### src/rtl/frame_pkg.sv
// Frame geometry constants and writer state encoding shared with the image controller.
// Pure declarations: no latency, no backpressure.
package frame_pkg;

    localparam int FRAME_W     = 16;
    localparam int FRAME_H     = 16;
    localparam int FRAME_PIX_W = 8;

    typedef enum logic [1:0] {
        FW_IDLE  = 2'd0,
        FW_WRITE = 2'd1,
        FW_DONE  = 2'd2
    } fw_state_t;

endpackage

### src/rtl/wrap_counter.sv
// Modulo-(MAX+1) counter with sync clear > load > enable priority; at_max flags the wrap point.
// Counts on the cycle after enable; no backpressure of its own.
module wrap_counter #(
    parameter int N   = 4,
    parameter int MAX = 15
) (
    input  logic         clk,
    input  logic         nrst,
    input  logic         en,
    input  logic         clr,
    input  logic         load,
    input  logic [N-1:0] load_val,
    output logic [N-1:0] cnt,
    output logic         at_max
);

    localparam logic [N-1:0] MAX_V = N'(MAX);

    logic [N-1:0] cnt_q;
    logic [N-1:0] cnt_d;

    always_comb begin
        cnt_d = cnt_q;
        if (clr) begin
            cnt_d = '0;
        end else if (load) begin
            cnt_d = load_val;
        end else if (en) begin
            cnt_d = (cnt_q == MAX_V) ? '0 : cnt_q + 1'b1;
        end
    end

    always_ff @(posedge clk or negedge nrst) begin
        if (!nrst) begin
            cnt_q <= '0;
        end else begin
            cnt_q <= cnt_d;
        end
    end

    assign cnt    = cnt_q;
    assign at_max = (cnt_q == MAX_V);

endmodule

### src/rtl/frame_writer.sv
// Raster-order pixel sink writing beats to frame RAM at y*WIDTH+x; write issued 1 cycle after accept.
// in_ready follows mem_ready combinationally while writing; a stalled beat holds all state.
module frame_writer
    import frame_pkg::*;
#(
    parameter  int WIDTH  = FRAME_W,
    parameter  int HEIGHT = FRAME_H,
    parameter  int PIX_W  = FRAME_PIX_W,
    localparam int ADDR_W = $clog2(WIDTH * HEIGHT),
    localparam int XW     = $clog2(WIDTH),
    localparam int YW     = $clog2(HEIGHT)
) (
    input  logic              clk,
    input  logic              nrst,
    input  logic              start,
    input  logic              clear,
    input  logic              in_valid,
    output logic              in_ready,
    input  logic [PIX_W-1:0]  in_data,
    input  logic              in_sof,
    input  logic              mem_ready,
    output logic              mem_we,
    output logic [ADDR_W-1:0] mem_addr,
    output logic [PIX_W-1:0]  mem_wdata,
    output logic [XW-1:0]     x,
    output logic [YW-1:0]     y,
    output logic              busy,
    output logic              frame_done,
    output logic              sof_err
);

    fw_state_t state_q, state_d;

    logic              mem_we_q,     mem_we_d;
    logic [ADDR_W-1:0] mem_addr_q,   mem_addr_d;
    logic [PIX_W-1:0]  mem_wdata_q,  mem_wdata_d;
    logic              frame_done_q, frame_done_d;
    logic              sof_err_q,    sof_err_d;

    logic              x_at_max;
    logic              y_at_max;
    logic              accept;
    logic              enter;
    logic              sof_resync;
    logic              frame_end;
    logic [ADDR_W-1:0] lin_addr;

    assign in_ready   = (state_q == FW_WRITE) && mem_ready;
    // clear outranks a same-cycle beat, so the handshake is masked rather than in_ready
    assign accept     = in_valid && in_ready && !clear;
    assign enter      = start && !clear && (state_q != FW_WRITE);
    assign sof_resync = accept && in_sof && ((x != '0) || (y != '0));
    assign frame_end  = accept && !sof_resync && x_at_max && y_at_max;
    assign lin_addr   = ADDR_W'(y) * ADDR_W'(WIDTH) + ADDR_W'(x);

    // A misplaced SOF restarts the frame: its pixel lands at (0,0) and the next one at (1,0).
    wrap_counter #(
        .N   (XW),
        .MAX (WIDTH - 1)
    ) u_col (
        .clk      (clk),
        .nrst     (nrst),
        .en       (accept),
        .clr      (clear || enter),
        .load     (sof_resync),
        .load_val (XW'(1)),
        .cnt      (x),
        .at_max   (x_at_max)
    );

    wrap_counter #(
        .N   (YW),
        .MAX (HEIGHT - 1)
    ) u_row (
        .clk      (clk),
        .nrst     (nrst),
        .en       (accept && x_at_max),
        .clr      (clear || enter || sof_resync),
        .load     (1'b0),
        .load_val ('0),
        .cnt      (y),
        .at_max   (y_at_max)
    );

    always_comb begin
        state_d = state_q;
        if (clear) begin
            state_d = FW_IDLE;
        end else begin
            case (state_q)
                FW_IDLE:  if (start)     state_d = FW_WRITE;
                FW_WRITE: if (frame_end) state_d = FW_DONE;
                FW_DONE:  if (start)     state_d = FW_WRITE;
                default:                 state_d = FW_IDLE;
            endcase
        end
    end

    always_comb begin
        mem_we_d     = accept;
        mem_addr_d   = mem_addr_q;
        mem_wdata_d  = mem_wdata_q;
        frame_done_d = frame_end;
        sof_err_d    = sof_err_q || sof_resync;
        if (accept) begin
            mem_addr_d  = sof_resync ? '0 : lin_addr;
            mem_wdata_d = in_data;
        end
        if (clear || enter) begin
            sof_err_d = 1'b0;
        end
    end

    always_ff @(posedge clk or negedge nrst) begin
        if (!nrst) begin
            state_q      <= FW_IDLE;
            mem_we_q     <= 1'b0;
            mem_addr_q   <= '0;
            mem_wdata_q  <= '0;
            frame_done_q <= 1'b0;
            sof_err_q    <= 1'b0;
        end else begin
            state_q      <= state_d;
            mem_we_q     <= mem_we_d;
            mem_addr_q   <= mem_addr_d;
            mem_wdata_q  <= mem_wdata_d;
            frame_done_q <= frame_done_d;
            sof_err_q    <= sof_err_d;
        end
    end

    assign mem_we     = mem_we_q;
    assign mem_addr   = mem_addr_q;
    assign mem_wdata  = mem_wdata_q;
    assign frame_done = frame_done_q;
    assign sof_err    = sof_err_q;
    assign busy       = (state_q == FW_WRITE);

endmodule

### config.mk
export PLATFORM = sky130hd
export DESIGN_NAME = frame_writer
export DESIGN_NICKNAME = d
export VERILOG_FILES = /design/src/rtl/frame_pkg.sv /design/src/rtl/wrap_counter.sv /design/src/rtl/frame_writer.sv
export SDC_FILE = /design/constraint.sdc
export NUM_CORES = 1
export LEC_CHECK = 0
export ABC_AREA = 1
export BUFFER_PORTS_ARGS = -buffer_cell sky130_fd_sc_hd__buf_2
export CAP_MARGIN = 0
export CELL_PAD_IN_SITES_DETAIL_PLACEMENT = 1
export CELL_PAD_IN_SITES_GLOBAL_PLACEMENT = 1
export CORE_ASPECT_RATIO = 1.1
export CORE_UTILIZATION = 36
export CTS_BUF_LIST = sky130_fd_sc_hd__clkbuf_8 sky130_fd_sc_hd__clkbuf_16
export DETAILED_ROUTE_END_ITERATION = 10
export GPL_TIMING_DRIVEN = 0
export PLACE_DENSITY_LB_ADDON = 0.1
export SETUP_SLACK_MARGIN = 0.5
export SLEW_MARGIN = 15
export SYNTH_ARGS = -nofsm -noshare
export SYNTH_HDL_FRONTEND = slang
export SYNTH_SLANG_ARGS = --single-unit
### constraint.sdc
create_clock -name clk -period 1.5 [get_ports clk]
set_input_delay 0.075 -clock clk [delete_from_list [all_inputs] [get_ports clk]]
set_output_delay 0.075 -clock clk [all_outputs]
set_load 0.05 [all_outputs]
==> results.py, run 1 <==
metrics = {
    "cts": {
        "cts_buffer_depth": 2,
        "clk_pin_slew_worst_paths_ns": 0.07,
        "cts-root-buf": "clkbuf_8",
        "cts_tree": "built",
        "clock-sinks": 29,
        "cts_htree_levels": 2,
        "tritoncts.num_buffers": 5,
        "clk-insertion-delay-late_ns": 0.30,
    },
    "worst_setup_path": {
        "required_ns": 1.73,
        "crit_type": "flop to flop",
        "crit_fanout": 5,
        "cp.arrival_ns": 1.81,
        "worstSetupStartpointType": "flop",
        "end_kind": "flop",
    },
    "floorplan": {
        "ioPinCount": 44,
        "coreArea_sq_um": 3655,
        "row_count": 23,
        "chipHeight_microns": 66.76,
        "dieArea_sq_um": 4064,
        "fp.dieW_microns": 60.88,
        "start_util": 0.3756,
    },
    "power_and_ir_drop": {
        "vdd_drop_max_v": 0.0005873,
        "pwr_density_cell_nw_per_um2": 891.9,
        "p_leak_nw": 1.380,
    },
    "sta": {
        "finalHoldViolations": 0,
        "period_minus_slack_ns": 1.579,
        "holdWs_ns": 0.06623,
        "slew_headroom": 0.5460,
        "max_freq_ghz": 0.6332,
        "drv_slew": 0,
        "layout_setup_ws_ns": -0.07916,
        "fin_skew_ns": 0.005113,
        "setup_viol_count_final": 12,
        "timing.final.crit_share": 1.053,
        "grt_setup_unrepaired": "yes",
        "worstMarginPinSlew_ns": 0.6810,
    },
    "min_path": {
        "hold_path_class": "input port to flop",
    },
    "logic_synthesis": {
        "yosysTopAreaCellShare": 0.5287,
        "synthesis.nets": 180,
        "synthCells": 161,
        "netlist_top_cells_area": "dfrtp_1, nand2_1, inv_1",
        "yosys_warnings": 0,
        "ys_async_sr_fraction": 1.000,
        "synthMuxAreaShare": 0,
        "synth_top_cell_by_area": "dfrtp_1",
        "synth_edf_count": 0,
        "synth_top_family_by_area": "simple AND/OR/NAND/NOR gates",
        "synth-seq-cells": 29,
        "synth_fa_ha_area_frac": 0.03646,
        "synth_ff_type": "dfrtp_1",
        "ys_seq_area_frac": 0.5287,
        "synthXorXnorAreaFrac": 0.006381,
        "synthSimpleGateAreaFrac": 0.2853,
        "syn_avg_cell_area_sq_um": 8.525,
        "synth_compound_area_frac": 0.07475,
        "synth.distinct_cells": 23,
        "synth_area_sq_um": 1373,
    },
    "finish": {
        "postLayoutCoreUtil": 0.7251,
        "synthToLayoutAreaGrowth_pct": 93.07,
        "fin_nets": 277,
        "drive_above_1_share": 0.6255,
        "antenna_cells": 0,
    },
    "detailed_routing": {
        "dr.pass1.iters": 4,
        "drc_errors": 0,
        "num_vias": 1633,
        "finalWirelength_microns": 7275,
        "drt.antenna.violating_nets": 0,
        "drt_iter0_drc": 76,
        "routed_via_density": 5.285,
        "wl_per_cell_microns": 23.54,
    },
    "placed_design": {
        "place.gp.congestion": 0.8107,
        "dp_hpwl_microns": 2651,
        "io_buffers": 43,
    },
    "grt": {
        "grt_pass1_wl_microns": 8176,
        "track_usage": 0.2958,
        "overflow": 0,
        "grt_pass1_vias": 1614,
        "antenna_found_initial": 0,
        "grt_start_max_net_pins": 30,
    },
    "job": {
        "cap_violations": 0,
    },
    "outcome": {
        "status": "finished with violations",
        "failed_checks": "negative setup slack",
    },
}
==> cell usage after synthesis, types with 2 or more instances <==
master,n
nand2_1,55
o21a_1,2
buf_2,2
o21ai_0,10
nand2_2,4
nor2_1,6
nand4_1,5
nand3_2,2
nand3_1,10
inv_1,20
dfrtp_1,29
a21oi_1,2
ha_1,4
==> per-layer routing <==
metal / GRT usage / up-vias / part of all wire
met5: 0 / - / 0
met1: 0.3037 / 803 / 0.37
met4: 0.1392 / 0 / 0.060
li1: - / 707 / -
met3: 0.08350 / 37 / 0.060
met2: 0.5385 / 86 / 0.51
==> flip-flops by register name, indices dropped and copies added (netlist names) <==
register    flops
u_col.cnt       4
sof_err         1
mem_wdata       8
state_q         2
mem_addr        8
frame_done      1
u_row.cnt       4
mem_we          1
==> per-stage QoR <==
| step | cell area (sq um) | power [W] | TNS (ns) | cells | worst slack (ns) |
|---|---|---|---|---|---|
| finish | 2650 | 0.002364 | -0.6195 | 309 | -0.07916 |
| global route | 2650 | 0.002437 | -1.071 | 309 | -0.1834 |
| CTS | 2382 | 0.002225 | 0 | 297 | 0.1368 |
| detailed placement | 1740 | 0.001391 | 0 | 254 | 0.06287 |
| global placement | 1740 | 0.001373 | 0 | 254 | 0.1338 |
| floorplan | 1463 | 0.001249 | 0 | 161 | 0.1144 |
==> critical path: stages (launching register included) <==
cell and delay, ns:
dfrtp_2 0.47, inv_2 0.12, ha_4 0.16, nand2_2 0.06
inv_2 0.08, nand3_4 0.11, nand3_4 0.18, buf_12 0.13
nand4_1 0.09, nand2_1 0.10
==> cells in the final DEF (no fill, tap or decap), drive strengths merged <==
master	n
clkinv	2
clkbuf	16
a21boi	1
nand2	60
buf	73
nand3	12
ha	4
nor2	8
nand4	5
dfrtp	29
a21oi	3
o21ai	11
dlygate4sd3	9
xor2	1
o21a	2
inv	21
o22ai	1
nor3	1
==> area by class of cell <==
class / count / area (sq um)
plain buffers: 2 / 26.28
clock inverters: 1 / 5.005
repair buffers: 89 / 778.2
fillers: 378 / 1005
multi-input cells: 109 / 855.8
well taps: 50 / 62.56
flip-flops and latches: 29 / 735.7
clock buffers: 7 / 96.34
inverters: 22 / 90.09
==> worst paths after layout <==
path	start	endpoint	slack, ns	depth (start not counted)
worst max-delay path	u_col.cnt[0]	u_row.cnt[3]	-0.08	9
worst min-delay path	in_sof	frame_done	0.07	2
worst max register to register	u_col.cnt[0]	u_row.cnt[3]	-0.08	9
worst min register to register	mem_wdata[4]	mem_wdata[4]	0.52	2
max in group asynchronous	nrst	u_col.cnt[2]	0.65	2
min in group asynchronous	nrst	u_col.cnt[3]	0.37	2
==> repair_timing <==
action,in CTS,in global routing
endpoints found under the setup margin,40,49
buffers inserted,24,11
pin swaps,21,15
gates cloned,3,0
hold buffers,8,1
endpoints found under the hold margin,36,1
gates resized for setup,67,49
==> kinds of logic (layout without fill, tap and decap cells) <==
logic type,after synthesis,count (layout)
DFF,29,29
xor gates and xnor gates,1,1
and+or+nand+nor,85,86
adders and majority gates,4,4
buffers and inverters,24,121
AOI/OAI and AO/OA,18,18
==> report_power, final <==
group          internal, W  switching, W  total (W)
clock network     0.000415      0.000345   0.000760
registers         0.000850     0.0000559   0.000906
logic             0.000218      0.000479   0.000697
(Power assumes the default switching activity.)
==> run 2: changes to the inputs <==
RECOVER_POWER = 25   (was unset)
==> run 2 against run 1 <==
  * The flow still finishes with violations (negative setup slack)
  * First-iteration DRC count grew 2.6%
  * Register-to-register slack is essentially flat
  * Clock skew is essentially flat
  * Largest power group unchanged
==> results.py, run 2 (synthesis results as in run 1) <==
metrics = {
    "grt": {
        "grt_pass1_wl_microns": 8176,
        "antenna_found_initial": 0,
        "overflow": 0,
        "grt_pass1_vias": 1614,
        "grt_start_max_net_pins": 30,
        "track_usage": 0.2958,
    },
    "outcome": {
        "status": "finished with violations",
        "failed_checks": "negative setup slack",
    },
    "finish": {
        "multi_input_area_sq_um": 855.8,
        "design_area_sq_um": 2650,
        "antenna_cells": 0,
        "regArea_sq_um": 735.7,
        "fin_nets": 277,
        "fillers": 378,
        "final_common_cell": "nand2_1",
        "drive_above_1_share": 0.6255,
        "synthToLayoutAreaGrowth_pct": 93.07,
        "most-common-layout-cells": "nand2_1, buf_4, dfrtp_1",
    },
    "cts": {
        "cts_htree_levels": 2,
        "clk_pin_slew_worst_paths_ns": 0.07,
        "cts-root-buf": "clkbuf_8",
        "tritoncts.num_buffers": 5,
        "clk-insertion-delay-late_ns": 0.30,
        "cts_tree": "built",
        "clock-sinks": 29,
        "cts_buffer_depth": 2,
    },
    "sta": {
        "worstMarginPinSlew_ns": 0.7639,
        "grt_setup_unrepaired": "yes",
        "period_minus_slack_ns": 1.581,
        "timing.final.crit_share": 1.054,
        "slew_headroom": 0.4908,
        "max_freq_ghz": 0.6327,
        "fin_skew_ns": 0.005458,
        "setup_viol_count_final": 12,
        "drv_slew": 0,
        "final.setup.tns_ns": -0.6226,
        "layout_setup_ws_ns": -0.08064,
        "finalHoldViolations": 0,
    },
    "job": {
        "cap_violations": 0,
    },
    "floorplan": {
        "row_count": 23,
        "chipHeight_microns": 66.76,
        "dieArea_sq_um": 4064,
        "fp.dieW_microns": 60.88,
        "ioPinCount": 44,
        "coreArea_sq_um": 3655,
        "start_util": 0.3756,
    },
    "worst_setup_path": {
        "crit_start": "u_col.cnt[0]",
        "end_kind": "flop",
        "worstSetupStartpointType": "flop",
        "r2r_setup_slack_ns": -0.08,
        "crit_fanout": 5,
        "required_ns": 1.73,
        "endpoint": "u_row.cnt[3]",
        "worst_r2r_path_depth": 9,
        "cp.arrival_ns": 1.81,
        "r2r_end": "u_row.cnt[3]",
        "crit_type": "flop to flop",
        "timing.rr.start": "u_col.cnt[0]",
    },
    "detailed_routing": {
        "wl_per_cell_microns": 23.55,
        "finalWirelength_microns": 7277,
        "dr.pass1.iters": 4,
        "drt.antenna.violating_nets": 0,
        "num_vias": 1637,
        "drt_iter0_drc": 78,
        "drc_errors": 0,
        "routed_via_density": 5.298,
    },
    "placed_design": {
        "dp_hpwl_microns": 2651,
        "io_buffers": 43,
        "place.gp.congestion": 0.8107,
        "place_area_sq_um": 1740,
    },
    "power_and_ir_drop": {
        "p_leak_nw": 1.380,
        "p_seq_frac": 0.383,
        "p_int_w": 0.001483,
        "vdd_drop_max_v": 0.0005883,
        "switching_share": 0.3732,
        "pwr-share-comb": 0.295,
        "p_switching_w": 0.0008831,
        "pwr_density_cell_nw_per_um2": 892.9,
        "clkPwrFrac": 0.322,
    },
    "min_path": {
        "hold_start": "in_sof",
        "hold_path_class": "input port to flop",
    },
}
## run 2: cell types whose count changed in the layout (fill, tap and decap cells not counted), sizes merged
cell    delta
buf        -1
clkbuf     +1
## run 2: final cells by class
class                           count  area share
Clock inverter                      1    0.001889
Clock buffer                        7     0.03636
Multi-Input combinational cell    109      0.3229
Timing Repair Buffer               89      0.2937
Tap cell                           50     0.02361
Buffer                              2    0.009915
Inverter                           22     0.03399
Sequential cell                    29      0.2776
## run 2: metal layers
metal | part of all wire | vias up | wire (microns) | track usage
li1 | - | 705 | - | -
met1 | 0.36 | 808 | 2632 | 0.3037
met2 | 0.52 | 88 | 3772 | 0.5385
met3 | 0.061 | 36 | 442 | 0.08350
met4 | 0.059 | 0 | 429 | 0.1392
met5 | 0 | - | 0 | 0
## run 2: metrics by stage
step / power, W / instances / utilization / worst slack, ns / hold WS (ns)
6_report: 0.002366 / 309 / 0.7251 / -0.08064 / 0.06476
5_1_grt: 0.002437 / 309 / 0.7251 / -0.1834 / 0.06982
4_1_cts: 0.002225 / 297 / 0.6518 / 0.1368 / 0.002814
3_5_place_dp: 0.001391 / 254 / 0.4762 / 0.06287 / 0.1480
3_3_place_gp: 0.001373 / 254 / 0.4762 / 0.1338 / 0.1289
2_1_floorplan: 0.001249 / 161 / - / 0.1144 / -0.2206
## run 2: power groups by stage
stage                     combinational [W]  clock [W]  sequential [W]
after floorplan                    0.000114          0         0.00114
after global placement             0.000477          0        0.000896
after detailed placement           0.000490          0        0.000901
after CTS                          0.000590   0.000747        0.000888
after global routing               0.000737   0.000787        0.000914
final                              0.000698   0.000762        0.000906
## run 2: worst min-delay path by stage
stage / end / slack [ns] / cells past startpoint
detailed placement: mem_wdata[0] / 0.15 / 1
CTS: mem_wdata[7] / 0.003 / 3
global placement: mem_wdata[0] / 0.13 / 1
global route: frame_done / 0.07 / 2
finish: frame_done / 0.06 / 2
floorplan: frame_done / -0.22 / 0
## run 2: what timing repair did
| action | in CTS | in global routing |
|---|---|---|
| setup endpoints to repair | 40 | 49 |
| pin swaps | 21 | 15 |
| cloned | 3 | 0 |
| hold buffers | 8 | 1 |
| buffers inserted | 24 | 11 |
| gates resized for setup | 67 | 49 |
| endpoints found under the hold margin | 36 | 1 |
## run 2: worst max-delay path, cell delays in order (launching register included)
cell,delay (ns)
dfrtp_2,0.47
inv_2,0.12
ha_4,0.16
nand2_2,0.06
inv_2,0.08
nand3_4,0.11
nand3_4,0.18
buf_12,0.13
nand4_1,0.09
nand2_1,0.10
